$ cat config.mk
export PLATFORM = sky130hd
export DESIGN_NAME = regfile_wr_arbiter_flat
export DESIGN_NICKNAME = d
export VERILOG_FILES = /design/src/rtl/regfile_wr_arbiter_if.sv /design/src/rtl/regfile_wr_arbiter.sv /design/src/flat_wrapper.sv
export SDC_FILE = /design/constraint.sdc
export NUM_CORES = 1
export LEC_CHECK = 0
export ABC_CLOCK_PERIOD_IN_PS = 5000
export BUFFER_PORTS_ARGS = -buffer_cell sky130_fd_sc_hd__buf_2
export CORE_ASPECT_RATIO = 0.8
export CORE_MARGIN = 3
export CORE_UTILIZATION = 48
export CTS_BUF_LIST = sky130_fd_sc_hd__clkbuf_2
export DETAILED_ROUTE_END_ITERATION = 10
export PLACE_DENSITY = 0.95
export SKIP_LAST_GASP = 1
export SYNTH_ARGS = -nofsm -noshare
export SYNTH_HDL_FRONTEND = slang
export SYNTH_SLANG_ARGS = --single-unit
$ cat constraint.sdc
create_clock -name Clk -period 5 [get_ports Clk]
set_clock_uncertainty 0.15 [all_clocks]
set_input_delay 0.25 -clock Clk [delete_from_list [all_inputs] [get_ports Clk]]
set_output_delay 0.25 -clock Clk [all_outputs]
set_load 0.005 [all_outputs]
$ cat src/rtl/regfile_wr_arbiter_if.sv
// regfile_wr_arbiter_if: requester-side bus and register-file write port of the write arbiter
interface regfile_wr_arbiter_if #(
   parameter int NREQ = 4
);
   logic [NREQ-1:0]    Req;
   logic [5*NREQ-1:0]  WAddr;
   logic [32*NREQ-1:0] WData;
   logic [NREQ-1:0]    Gnt;
   logic [31:0]        D;
   logic [31:0]        En;
   logic               Busy;
   modport master (output Req, WAddr, WData, input Gnt, D, En, Busy);
   modport slave  (input Req, WAddr, WData, output Gnt, D, En, Busy);
endinterface

$ cat src/rtl/regfile_wr_arbiter.sv
// regfile_wr_arbiter: merges NREQ writeback requesters onto the single register-file write port; REGFILE_ARB_FAIR_EN selects round-robin, otherwise fixed priority
module regfile_wr_arbiter #(
   parameter  int NREQ = 4,
   localparam int IW   = $clog2(NREQ)
) (
   input logic                 Clk,
   input logic                 Clrn,
   regfile_wr_arbiter_if.slave bus
);
   logic [NREQ-1:0] gnt_q, gnt_d, elig;
   logic [31:0]     d_q, d_d, en_q, en_d;
   logic            busy_q, busy_d;
   logic [IW-1:0]   ptr, win;
   logic [4:0]      waddr;
   logic            any;
   int              idx;

   // a requester being acknowledged this cycle still holds Req, so mask it out
   assign elig = bus.Req & ~gnt_q;

`ifdef REGFILE_ARB_FAIR_EN
   logic [IW-1:0] ptr_q, ptr_d;
   assign ptr_d = !any ? ptr_q : (win == IW'(NREQ - 1)) ? '0 : win + 1'b1;
   assign ptr   = ptr_q;
   // search start moves just past the last winner
   always_ff @(posedge Clk or negedge Clrn)
      if (!Clrn) ptr_q <= '0;
      else       ptr_q <= ptr_d;
`else
   assign ptr = '0;
`endif

   // first eligible index at or above ptr, wrapping at NREQ
   always_comb begin
      any = 1'b0;
      win = '0;
      idx = 0;
      for (int k = 0; k < NREQ; k++) begin
         idx = int'(ptr) + k;
         if (idx >= NREQ) idx = idx - NREQ;
         if (!any && elig[idx]) begin
            any = 1'b1;
            win = IW'(idx);
         end
      end
   end

   // write beat for the winner; address 0 still acknowledges but enables nothing
   always_comb begin
      waddr  = bus.WAddr[5*win +: 5];
      gnt_d  = any ? NREQ'(1) << win : '0;
      d_d    = any ? bus.WData[32*win +: 32] : d_q;
      en_d   = (any && waddr != 5'd0) ? 32'd1 << waddr : '0;
      busy_d = |(elig & ~gnt_d);
   end

   // registered write port; reset drops any beat in flight
   always_ff @(posedge Clk or negedge Clrn)
      if (!Clrn) begin
         gnt_q  <= '0;
         d_q    <= '0;
         en_q   <= '0;
         busy_q <= 1'b0;
      end else begin
         gnt_q  <= gnt_d;
         d_q    <= d_d;
         en_q   <= en_d;
         busy_q <= busy_d;
      end

   assign bus.Gnt  = gnt_q;
   assign bus.D    = d_q;
   assign bus.En   = en_q;
   assign bus.Busy = busy_q;
endmodule

$ cat src/flat_wrapper.sv
// flat-port wrapper written by rule: the top's interface ports become plain ports
module regfile_wr_arbiter_flat 
#(
   parameter  int NREQ = 4,
   localparam int IW   = $clog2(NREQ)
)
  (Clk, Clrn, bus_Req, bus_WAddr, bus_WData, bus_Gnt, bus_D, bus_En, bus_Busy);
  regfile_wr_arbiter_if #(.NREQ(NREQ)) bus_i ();
  input logic Clk;
  input logic Clrn;
  input wire logic [$bits(bus_i.Req)-1:0] bus_Req;
  input wire logic [$bits(bus_i.WAddr)-1:0] bus_WAddr;
  input wire logic [$bits(bus_i.WData)-1:0] bus_WData;
  output wire logic [$bits(bus_i.Gnt)-1:0] bus_Gnt;
  output wire logic [$bits(bus_i.D)-1:0] bus_D;
  output wire logic [$bits(bus_i.En)-1:0] bus_En;
  output wire logic [$bits(bus_i.Busy)-1:0] bus_Busy;
  assign bus_i.Req = bus_Req;
  assign bus_i.WAddr = bus_WAddr;
  assign bus_i.WData = bus_WData;
  assign bus_Gnt = bus_i.Gnt;
  assign bus_D = bus_i.D;
  assign bus_En = bus_i.En;
  assign bus_Busy = bus_i.Busy;
  regfile_wr_arbiter #(.NREQ(NREQ)) u_core (.Clk(Clk), .Clrn(Clrn), .bus(bus_i));
endmodule
**Word-level counts from Yosys, hierarchy flattened**

Index checks and enable logic that the tools add are counted.
Widths: inputs -> output; s select.

- Word-level logic and storage cells: 31
- Bits of input ports: 154
- Register bits after elaboration: 69

- Muxes and demuxes: 9
- Shifts and indexed selects: 4
- Bitwise operators: 4
- Multipliers: 1
- Reductions and logical operators: 9

Operators by type and width:

| kind | count |
|---|---|
| $shiftx 128x8->32 | 1 |
| $mux 32 | 1 |
| $shl 1x5->32 const A | 1 |
| $shiftx 20x6->5 | 1 |
| $and 4x4->4 | 2 |
| $not 4->4 | 2 |
| $mul 3x2->5 const A | 1 |
| $mux 1 | 5 |
| $reduce_bool 5->1 | 1 |
| $logic_and 1x1->1 | 4 |
| $mux 2 | 2 |
| $mux 4 | 1 |
| $reduce_or 4->1 | 1 |
| $shl 1x2->4 const A | 1 |
| $logic_not 1->1 | 3 |

**Longest topological paths before layout**

- Depth in word-level cells: 17
- Depth in mapped cells: 7

**Worst setup path before layout**

Ideal clock, no wire load.

- Kind: reg-to-reg
- Start: register u_core.gnt_q[1] (netlist: u_core.bus.Gnt[1])
- End: register u_core.d_q[10] (netlist: u_core.bus.D[10])
- Path buffers: 1
- Slack: 3.102 ns
- Required time: 4.712 ns
- Stages on the path, launching flop included: 7
- Data arrival time: 1.610 ns
- Clock period less this slack: 1.898 ns
- Library setup time: 0.138 ns
- Cells stage by stage: dfrtp_1 > or2b_2 > o21ai_1 > nand2_1 > clkbuf_1 > a211oi_1 > o22ai_1

- Longest elaborated chain between the ends: 11
- Elaborated cells on any way between the ends: 14
- Classes of those cells: 1 x shift; 6 x mux; 2 x bitwise; 5 x reduce/logical

RTL lines:

| item | line | text |
|---|---|---|
| start, declared | regfile_wr_arbiter.sv:10 | `logic [NREQ-1:0] gnt_q, gnt_d, elig;` |
| start signal, assigned | regfile_wr_arbiter.sv:65 | `gnt_q <= gnt_d;` |
| $not 4->4 (*) | regfile_wr_arbiter.sv:19 | `assign elig = bus.Req & ~gnt_q;` |
| $and 4x4->4 (*) | regfile_wr_arbiter.sv:19 |  |
| $logic_and 1x1->1 (*) | regfile_wr_arbiter.sv:41 | `if (!any && elig[idx]) begin` |
| $mux 1 | regfile_wr_arbiter.sv:41 |  |
| $logic_not 1->1 | regfile_wr_arbiter.sv:41 |  |
| $logic_and 1x1->1 | regfile_wr_arbiter.sv:41 |  |
| $mux 1 | regfile_wr_arbiter.sv:41 |  |
| $logic_not 1->1 | regfile_wr_arbiter.sv:41 |  |
| $logic_and 1x1->1 | regfile_wr_arbiter.sv:41 |  |
| $mux 2 | regfile_wr_arbiter.sv:41 |  |
| $shiftx 128x8->32 | regfile_wr_arbiter.sv:52 | `d_d = any ? bus.WData[32*win +: 32] : d_q;` |
| end signal, assigned | regfile_wr_arbiter.sv:61 | `d_q <= '0;` |
| end signal, assigned | regfile_wr_arbiter.sv:66 | `d_q <= d_d;` |
| end, declared | regfile_wr_arbiter.sv:11 | `logic [31:0] d_q, d_d, en_q, en_d;` |

Every way passes the cells marked *; elsewhere a longest branch is shown, timed or not.
A chain may end at the register's enable or synchronous reset.

**Worst setup path in the final report**

- Start: register u_core.gnt_q[2] (netlist: u_core.bus.Gnt[2])
- End: register u_core.d_q[1] (netlist: u_core.bus.D[1])

- Longest elaborated chain between the ends: 8
- Elaborated cells on any way between the ends: 10
- Classes of those cells: 1 x shift; 4 x mux; 2 x bitwise; 3 x reduce/logical

RTL lines:

| item | line |
|---|---|
| $not 4->4 (*) | regfile_wr_arbiter.sv:19 |
| $and 4x4->4 (*) | regfile_wr_arbiter.sv:19 |
| $logic_and 1x1->1 (*) | regfile_wr_arbiter.sv:41 |
| $mux 1 | regfile_wr_arbiter.sv:41 |
| $logic_not 1->1 | regfile_wr_arbiter.sv:41 |
| $logic_and 1x1->1 | regfile_wr_arbiter.sv:41 |
| $mux 2 | regfile_wr_arbiter.sv:41 |
| $shiftx 128x8->32 | regfile_wr_arbiter.sv:52 |

Marked as above.

==> metrics <==
XOR/XNOR share of the synthesized area 0%; CTS Sinks 69; die height about 84 um; Yosys cell types 42; nets about 820; status complete, no violations; CP startpoint kind register; grt ovf 0; routed len/inst around 21 um; Pre-antenna DRT Iters 5; CTS root buf clkbuf_2; area post-placement 4750 sq um; flop2flop setup slack 0.45 ns; Mapped Nets 513; TritonCTS buffer count 9; Core Area roughly 7100 sq um; syn_area_per_cell 10.1 sq um; Initial Utilization 51.1%; Max IR drop VDD ~190 uV; crit-path max FO 33; f_max 220 MHz; initial drt markers around 360; PortBufs 222; worst-margin pin slew 1.17 ns; Max-cap violations 0; All-Layer GR Usage 35.9%; hold crit path type primary input to register; register bit total from synthesis between 60 and 70; post-synthesis adder-cell area fraction 0%; antenna violations before repair 1; Slew Limit Headroom ~22%; Post-Synth Simple-Gate Area 16.1%; final hold violations 0; Seq/Total Area, Yosys 47.7%; GP Congestion 0.998; CP top delay family compound AO/OA/AOI/OAI gates; postcts setup bufs 0; Power Density 271 nW/um^2; unrepaired setup endpoints after global routing false; first-pass GRT wire length 24.2 mm; WP data required about 5.3 ns; final period utilization 90.9%; Post-Syn Instances 359; Synth Cell Area 3620 sq um; number of routed nets with antenna violations 0; CP Buf/Inv Count 2; main combinational cell family by area after synthesis compound AO/OA/AOI/OAI gates; Ports roughly 220; largest net degree at the start of global routing 70; slowest cell delay on critical path 0.99 ns; fin area 5870 sq um; Worst-path clk slew between 0.2 and 0.25 ns; CP dominant cell by count dlygate4sd3_1; Max H-tree Level 3; TNS Setup 0 ns; mux contribution to synthesized area 8.84%; yosys synthesis warning count 0; hold path depth 4; FF-to-FF End u_core.bus.D[1]; Hold Crit Start bus_WAddr[7]; chip width 103 um; cells on worst reg2reg path 7; layout cells sized above 1 39.9%; die area 8630 sq um; Worst Path Class, Setup register to register; crit path DAT 4.84 ns; drc violations 0; Post-synth EDFFs 0; Detailed Place HPWL 9.03 mm; min Tclk post-route 4.55 ns; r2r startpoint u_core.bus.Gnt[2]; vias in the first global route 4893; utilization after layout 82.8%; Post-Route WL 15.7 mm; Max Slew Vio Count 0; area grow syn2layout 62.1%; critical path cell sequence and2b_1, o21ai_2, nand2_1, a211oi_1, dlygate4sd3_1, o22ai_1, dlygate4sd3_1; Skew-Pair Late Insertion Delay 0.51 ns; Async SR Flop Fraction 100%; final setup vio count 0; CP Capture Type register; leakage about 3.1 nW; Synth Area in Compound Gates 23.3%; DR vias approximately 4.6k; Hold Path End u_core.bus.En[23]; clk buf depth 2; CTS tree yes; Rows 27; Top FF cell, synth dfrtp_1; drt via density 6.11; cell type of the slowest stage on the worst timing path nand2_1
## sequential cells by signal, indices dropped and copies added, names as in the netlist
signal / count
u_core.bus.D: 32
u_core.bus.En: 32
u_core.bus.Gnt: 4
u_core.bus.Busy: 1
## metrics by stage
step / instances / hold slack (ns) / setup WS, ns / power, mW
5_1_grt: 755 / 0.130 / 0.242 / 1.66
3_3_place_gp: 641 / 0.334 / 1.65 / 1.04
2_1_floorplan: 359 / -0.196 / 3.10 / 0.869
6_report: 755 / 0.161 / 0.453 / 1.59
4_1_cts: 754 / 0.0927 / 0.555 / 1.56
3_5_place_dp: 641 / 0.369 / 1.54 / 1.05
## routing by layer
metal  global-route usage, %  wire length, um  part of all wire (%)  up-vias
met2                    62.0             7880                    50      395
met3                    10.0             1660                    11       69
met5                       0                0                     0        -
met4                    14.2              603                   3.8        0
met1                    41.5             5600                    36     2168
li1                        -                -                     -     1983
## worst register-to-register path, delay by kind of cell (launching register included)
family          cells  cell delay (ns)
flops               1             0.47
compound gates      3             1.42
buf+inv             2             1.16
simple gates        2             1.28
## synth_stat cells, drive strengths merged, types with 2 or more instances
library cell / instances / share of area, %
o32a: 2 / 0.62
nand3: 7 / 0.97
nand2b: 3 / 0.93
nor2: 5 / 0.52
nor3: 32 / 4.7
a211oi: 35 / 7.6
a31oi: 2 / 0.35
inv: 2 / 0.21
clkbuf: 22 / 2.3
nor2b: 2 / 0.55
buf: 9 / 1.6
a21oi: 4 / 0.66
and3: 35 / 6.1
o22ai: 32 / 5.5
o21ai: 41 / 5.8
dfrtp: 69 / 48
mux2i: 32 / 8.8
nand2: 9 / 0.93
o32ai: 2 / 0.90
## worst max-delay path by stage
stage / start / endpoint / slack (ns) / depth (start not counted)
finish: u_core.bus.Gnt[2] / u_core.bus.D[1] / 0.45 / 7
global route: u_core.bus.Gnt[2] / u_core.bus.D[1] / 0.24 / 7
CTS: u_core.bus.Gnt[2] / u_core.bus.D[1] / 0.55 / 7
detailed placement: u_core.bus.Gnt[2] / u_core.bus.D[19] / 1.54 / 5
global placement: u_core.bus.Gnt[2] / u_core.bus.D[27] / 1.65 / 5
floorplan: u_core.bus.Gnt[1] / u_core.bus.D[10] / 3.10 / 6
## where the power goes
group / total [mW] / internal [mW] / leakage, nW / switching (mW)
combinational: 0.541 / 0.270 / 2.12 / 0.271
clock: 0.402 / 0.173 / 0.0875 / 0.229
sequential: 0.648 / 0.614 / 0.887 / 0.0345
## what timing repair did
action                    4_1_cts  5_1_grt
resized for setup               0        0
hold buffers                   97        0
hold endpoints to repair      101        0
## cell type report
| cell class | instances | area, sq um |
|---|---|---|
| inverter | 2 | 7.51 |
| sequential | 69 | 1730 |
| fill | 419 | 1220 |
| multi-input combinational | 257 | 1770 |
| clock inverter | 7 | 104 |
| clock buffer | 9 | 45.0 |
| tap | 87 | 109 |
| timing repair buffer | 323 | 2110 |
| antenna | 1 | 2.50 |
## kinds of logic (layout without fill, tap and decap cells)
family                 Yosys count  count (layout)
other                            1               2
multiplexers                    32              32
buffers and inverters           33             341
AO/OA/AOI/OAI                  125             125
flip-flops                      69              69
AND/OR/NAND/NOR                 99              99
## cell usage in the layout (no fill, tap or decap), types with 2 or more instances in the layout
master	n
a211oi_1	34
a21oi_1	3
a31oi_1	2
and3_1	32
and3_2	3
buf_2	222
buf_4	4
bufinv_16	2
clkbuf_2	9
clkinv_4	2
dfrtp_1	69
dlygate4sd3_1	97
inv_1	2
inv_6	3
mux2i_1	32
nand2_1	8
nand2b_4	2
nand3_1	7
nor2_1	3
nor3_1	30
nor3_2	2
o21ai_0	36
o21ai_1	3
o21ai_2	2
o22ai_1	32
o32a_2	2
o32ai_2	2
No activity file was read; power rests on OpenSTA's default activity.
